`src/rtl/counter_pkg.sv`:
```
// rtl/counter_pkg.sv - shared mode and state encodings for the stride counter family
package counter_pkg;

    // End-of-range behaviour selected at load time; encoding 3 behaves as wrap.
    localparam logic [1:0] MODE_WRAP = 2'd0;
    localparam logic [1:0] MODE_SAT  = 2'd1;
    localparam logic [1:0] MODE_STOP = 2'd2;

    typedef enum logic [1:0] {
        ST_IDLE = 2'd0,
        ST_RUN  = 2'd1,
        ST_DONE = 2'd2
    } state_t;

    // Everything that is not an explicit SAT or STOP reloads the start value.
    function automatic logic is_wrap_mode(input logic [1:0] mode);
        return (mode != MODE_SAT) && (mode != MODE_STOP);
    endfunction

endpackage

```
`src/rtl/stride_counter_if.sv`:
```
// rtl/stride_counter_if.sv - control/status bundle between sequencer and stride counter
// master: drives load/enable/config, observes count/wrap_pulse/done/busy.
// slave : the counter itself.
interface stride_counter_if #(
    parameter int COUNT_LEN = 10,
    parameter int STRIDE_W  = 4
);
    logic                 load;
    logic                 enable;
    logic [COUNT_LEN:0]   start_val;
    logic [STRIDE_W-1:0]  stride;
    logic [COUNT_LEN:0]   limit;
    logic [1:0]           mode;
    logic [COUNT_LEN:0]   count;
    logic                 wrap_pulse;
    logic                 done;
    logic                 busy;

    modport master (
        output load, enable, start_val, stride, limit, mode,
        input  count, wrap_pulse, done, busy
    );

    modport slave (
        input  load, enable, start_val, stride, limit, mode,
        output count, wrap_pulse, done, busy
    );
endinterface

```
`src/rtl/stride_next.sv`:
```
// rtl/stride_next.sv - combinational next-index and over-limit calculation
// Ports: count, stride, limit in; next (in-range candidate) and over flag out.
module stride_next #(
    parameter int COUNT_LEN = 10,
    parameter int STRIDE_W  = 4
) (
    input  logic [COUNT_LEN:0]  count,
    input  logic [STRIDE_W-1:0] stride,
    input  logic [COUNT_LEN:0]  limit,
    output logic [COUNT_LEN:0]  next,
    output logic                over
);
    // One extra bit so a sum past the top of the count range is seen as
    // over-limit instead of aliasing to a small value.
    logic [COUNT_LEN+1:0] sum;

    assign sum  = {1'b0, count} + {{(COUNT_LEN+2-STRIDE_W){1'b0}}, stride};
    assign over = sum > {1'b0, limit};
    assign next = sum[COUNT_LEN:0];
endmodule

```
`src/rtl/stride_counter.sv`:
```
// rtl/stride_counter.sv - programmable start/stride/limit index generator with wrap/sat/stop
// Ports: clk, reset (async active-low), bus (stride_counter_if.slave).
module stride_counter
    import counter_pkg::*;
#(
    parameter int COUNT_LEN = 10,
    parameter int STRIDE_W  = 4
) (
    input  logic             clk,
    input  logic             reset,
    stride_counter_if.slave  bus
);
    state_t               state_q, state_d;
    logic [COUNT_LEN:0]   count_q, count_d;
    logic                 wrap_q, wrap_d;
    logic [COUNT_LEN:0]   start_q;
    logic [STRIDE_W-1:0]  stride_q;
    logic [COUNT_LEN:0]   limit_q;
    logic [1:0]           mode_q;

    logic [COUNT_LEN:0]   next_val;
    logic                 over;
    logic                 step;

    stride_next #(
        .COUNT_LEN (COUNT_LEN),
        .STRIDE_W  (STRIDE_W)
    ) u_next (
        .count  (count_q),
        .stride (stride_q),
        .limit  (limit_q),
        .next   (next_val),
        .over   (over)
    );

    // A zero stride never moves, so it must never trip the terminal action,
    // even when the start value already sits above the limit.
    assign step = (state_q == ST_RUN) && bus.enable && !bus.load && (stride_q != '0);

    always_ff @(posedge clk or negedge reset) begin
        if (!reset) begin
            state_q  <= ST_IDLE;
            count_q  <= '0;
            wrap_q   <= 1'b0;
            start_q  <= '0;
            stride_q <= '0;
            limit_q  <= '0;
            mode_q   <= MODE_WRAP;
        end else begin
            state_q <= state_d;
            count_q <= count_d;
            wrap_q  <= wrap_d;
            if (bus.load) begin
                start_q  <= bus.start_val;
                stride_q <= bus.stride;
                limit_q  <= bus.limit;
                mode_q   <= bus.mode;
            end
        end
    end

    always_comb begin
        state_d = state_q;
        if (bus.load) begin
            state_d = ST_RUN;
        end else if (step && over && !is_wrap_mode(mode_q)) begin
            state_d = ST_DONE;
        end
    end

    always_comb begin
        count_d = count_q;
        wrap_d  = 1'b0;
        if (bus.load) begin
            count_d = bus.start_val;
        end else if (step) begin
            if (!over) begin
                count_d = next_val;
            end else if (is_wrap_mode(mode_q)) begin
                count_d = start_q;
                wrap_d  = 1'b1;
            end else if (mode_q == MODE_SAT) begin
                count_d = limit_q;
            end
        end
    end

    assign bus.count      = count_q;
    assign bus.wrap_pulse = wrap_q;
    assign bus.done       = (state_q == ST_DONE);
    assign bus.busy       = (state_q == ST_RUN);
endmodule

```
`src/flat_wrapper.sv`:
```
// flat-port wrapper written by rule: the top's interface ports become plain ports
module stride_counter_flat import counter_pkg::*;
#(
    parameter int COUNT_LEN = 10,
    parameter int STRIDE_W  = 4
)
  (clk, reset, bus_load, bus_enable, bus_start_val, bus_stride, bus_limit, bus_mode, bus_count, bus_wrap_pulse, bus_done, bus_busy);
  stride_counter_if #(.COUNT_LEN(COUNT_LEN), .STRIDE_W(STRIDE_W)) bus_i ();
  input  logic clk;
  input  logic reset;
  input wire logic [$bits(bus_i.load)-1:0] bus_load;
  input wire logic [$bits(bus_i.enable)-1:0] bus_enable;
  input wire logic [$bits(bus_i.start_val)-1:0] bus_start_val;
  input wire logic [$bits(bus_i.stride)-1:0] bus_stride;
  input wire logic [$bits(bus_i.limit)-1:0] bus_limit;
  input wire logic [$bits(bus_i.mode)-1:0] bus_mode;
  output wire logic [$bits(bus_i.count)-1:0] bus_count;
  output wire logic [$bits(bus_i.wrap_pulse)-1:0] bus_wrap_pulse;
  output wire logic [$bits(bus_i.done)-1:0] bus_done;
  output wire logic [$bits(bus_i.busy)-1:0] bus_busy;
  assign bus_i.load = bus_load;
  assign bus_i.enable = bus_enable;
  assign bus_i.start_val = bus_start_val;
  assign bus_i.stride = bus_stride;
  assign bus_i.limit = bus_limit;
  assign bus_i.mode = bus_mode;
  assign bus_count = bus_i.count;
  assign bus_wrap_pulse = bus_i.wrap_pulse;
  assign bus_done = bus_i.done;
  assign bus_busy = bus_i.busy;
  stride_counter #(.COUNT_LEN(COUNT_LEN), .STRIDE_W(STRIDE_W)) u_core (.clk(clk), .reset(reset), .bus(bus_i));
endmodule
```
`config.mk`:
```
export PLATFORM = sky130hd
export DESIGN_NAME = stride_counter_flat
export DESIGN_NICKNAME = d
export VERILOG_FILES = /design/src/rtl/counter_pkg.sv /design/src/rtl/stride_counter_if.sv /design/src/rtl/stride_next.sv /design/src/rtl/stride_counter.sv /design/src/flat_wrapper.sv
export SDC_FILE = /design/constraint.sdc
export NUM_CORES = 1
export LEC_CHECK = 0
export BUFFER_PORTS_ARGS = -buffer_cell sky130_fd_sc_hd__buf_2
export CAP_MARGIN = 20
export CELL_PAD_IN_SITES_DETAIL_PLACEMENT = 2
export CELL_PAD_IN_SITES_GLOBAL_PLACEMENT = 2
export CORE_MARGIN = 2
export CORE_UTILIZATION = 35
export CTS_CLUSTER_DIAMETER = 120
export DETAILED_ROUTE_END_ITERATION = 6
export PLACE_DENSITY_LB_ADDON = 0.25
export SYNTH_ARGS = -nofsm -noshare
export SYNTH_HDL_FRONTEND = slang
export SYNTH_SLANG_ARGS = --single-unit
export TNS_END_PERCENT = 1
```
`constraint.sdc`:
```
create_clock -name clk -period 4.1 [get_ports clk]
set_clock_uncertainty 0.05 [all_clocks]
set_input_delay 0.41 -clock clk [delete_from_list [all_inputs] [get_ports clk]]
set_output_delay 0.41 -clock clk [all_outputs]
set_load 0.005 [all_outputs]
```
==> results.md <==
- Nets@finish: 362
- Yosys cell types: 47
- First-pass GRT wire length: 12020 µm
- Post-Syn Area: 2601 µm²
- Total grt overflow: 0
- Gr usage total: 18.41%
- Area Overhead vs Synth: 15.15%
- CP Class: reg -> reg
- Cell area after layout: 2995 µm²
- Endpoints failing setup: 0
- CTS Sinks: 42
- Share of cells above drive strength 1: 25.16%
- Reg clk slew, reported paths: 90 ps
- # DRC: 0
- CP max FO: 11
- Width of the die: 90.21 µm
- Antenna Nets Post-Route: 0
- Vias in the first global route: 2322
- Power per cell area: 647.2 nW/µm²
- Fin. max-slew vios: 0
- Initial antenna violation count: 0
- TritonCTS Buffers: 5
- Routability cong.: 0.7770
- Hold buffers post-CTS: 0
- RSZ-0062 raised after global routing: no
- Die height: 90.21 µm
- CP required: 4280 ps
- Period utilization: 89.84%
- Syn Area/Cell: 9.563 µm²
- Sequential area share after synthesis: 40.40%
- Peak supply drop: 184.7 µV
- Number of flops mapped to enable cells by yosys: 0
- Post-synth top flop: dfrtp_1
- DR WL/cell: 16.95 µm
- Async SR Flop Fraction: 100.0%
- Max Fclk: 271.5 MHz
- FF+latch count, synth: 42
- Max-cap viol count: 0
- FP Rows: 31
- Ys Warns: 0
- Largest net degree at the start of global routing: 48
- LEAKAGE: 1.367 nW
- Root Driver: clkbuf_8
- Routed WL: 7002 µm
- Relative slew margins: 34.51%
- Setup TNS: 0 ps
- Core area: 7214 µm²
- Detailed placement HPWL: 5247 µm
- Drt first pass iters: 4
- Most frequent cells in the layout: 45 x buf_2, 42 x dfrtp_1, 27 x nand2_1, 22 x inv_1, 21 x nor2_1
- Initial Util: 36.06%
- Setup crit end kind: flop
- Worst Tran Pin Value: 982.4 ps
- Antenna cells: 0
- Iteration-0 DRC Markers: 76
- Critical path arrival: 3860 ps
- Syn Inst Count: 272
- Commonest non-fill, non-tap cell in the layout: buf_2
- H-tree levels: 2
- # port buffers: 45
- Vias post-DR: 2177
- Max Root-Sink Buffers: 2
- CTS tree: yes
- Tmin final: 3684 ps
- Fin. Hold Viols: 0
- Nature of the critical path startpoint: flop
- Post-CTS setup buffers: 0
- Status: complete, no violations
- Io pins: 46
- Vias per Instance: 5.271
- Insertion delay to the later sink of the worst-skew pair: 310 ps
- Area after DPL: 2880 µm²
- Die footprint: 8138 µm²
- PostCTS Resize Cnt: 0
- Worst min path class: in -> async
- Mapped Nets: 321
-- sequential cells by signal (all words and copies together) (netlist names) --
| signal | count |
|---|---|
| u_core.start_q | 11 |
| u_core.state_q | 2 |
| u_core.stride_q | 4 |
| u_core.bus.wrap_pulse | 1 |
| u_core.mode_q | 2 |
| u_core.bus.count | 11 |
| u_core.limit_q | 11 |
-- metal layers --
layer  global-route usage (%)  vias to the layer above  routed length (µm)
met2                    29.64                       41                3332
met5                        0                        -                   0
met1                    25.11                     1083                3326
met4                    5.385                        0                  91
met3                    3.772                        7                 252
li1                         -                     1046                   -
-- power breakdown --
group	leakage, nW	total, W	switching (W)	internal (W)
clock	0.0504	0.000344	0.000162	0.000181
sequential	0.498	0.000603	0.000103	0.000500
combinational	0.819	0.000991	0.000572	0.000419
-- stage by stage --
step | hold WS [ps] | std cells | power [W] | utilization (%) | setup slack (ps)
after floorplan | 64.41 | 272 | 0.001316 | - | 1032
after global placement | 434.8 | 405 | 0.001560 | 39.92 | 396.8
after detailed placement | 456.7 | 405 | 0.001601 | 39.92 | 290.8
after CTS | 246.7 | 413 | 0.001963 | 41.50 | 225.5
after global routing | 262.1 | 413 | 0.002110 | 41.52 | 90.16
final | 209.2 | 413 | 0.001939 | 41.52 | 416.4
-- logic make-up after synthesis --
logic type	count (synthesis)	share of synthesized area, %
AND/OR/NAND/NOR	80	15.06
buffers and inverters	35	6.445
XOR/XNOR	9	3.030
AO/OA/AOI/OAI	66	17.17
flip-flops	42	40.40
multiplexers	23	9.428
adder cells (fa/ha/maj)	17	8.466
-- final timing paths --
kind	start	end	slack, ps	depth (start not counted)
min reg2reg	u_core.start_q[4]	u_core.start_q[4]	470	1
max in group asynchronous	reset	u_core.mode_q[0]	3190	1
min in group clk	bus_limit[2]	u_core.limit_q[2]	260	3
min	reset	u_core.bus.count[8]	210	1
max reg2reg	u_core.bus.count[0]	u_core.bus.count[5]	420	13
max	u_core.bus.count[0]	u_core.bus.count[5]	420	13
-- cells in the mapped netlist, types with 2 or more instances --
cell type / n / area (µm²)
dfrtp_1: 42 / 1051
nand2_1: 27 / 101.4
inv_1: 22 / 82.58
nor2_1: 21 / 78.83
o21ai_0: 20 / 100.1
ha_1: 16 / 200.2
mux2_2: 12 / 135.1
mux2i_1: 11 / 110.1
a31oi_1: 10 / 62.56
a21oi_1: 9 / 45.04
nand3_1: 8 / 40.04
xnor2_1: 7 / 61.31
a221o_1: 5 / 50.05
clkbuf_1: 5 / 18.77
a211oi_1: 4 / 30.03
nand4_1: 4 / 25.02
a21o_1: 3 / 22.52
a22oi_1: 3 / 22.52
buf_4: 3 / 22.52
buf_6: 3 / 33.78
nor3_1: 3 / 15.01
a221oi_2: 2 / 30.03
buf_2: 2 / 10.01
nor2_2: 2 / 12.51
nor2b_1: 2 / 12.51
nor3_2: 2 / 20.02
o21ai_1: 2 / 10.01
o22ai_1: 2 / 12.51
xor2_1: 2 / 17.52
-- critical path, stage by stage (launching register included) --
cell and delay [ps]:
dfrtp_1 400, ha_1 240, fa_1 420, nand3_1 120, nand2_1 150, nand2_1 120
xnor2_1 90, ha_1 360, nand3_2 150, nor3_2 390, a21o_2 310, nand2_2 230
a221o_1 380, a31oi_1 180
-- layout make-up --
class	instances	area, µm²
Fill cell	830	4219
Inverter	22	82.58
Clock buffer	5	68.82
Tap cell	99	123.9
Clock inverter	3	45.04
Sequential cell	42	1051
Multi-Input combinational cell	195	1384
Timing Repair Buffer	47	240.2
Power figures use the tool's default switching activity.
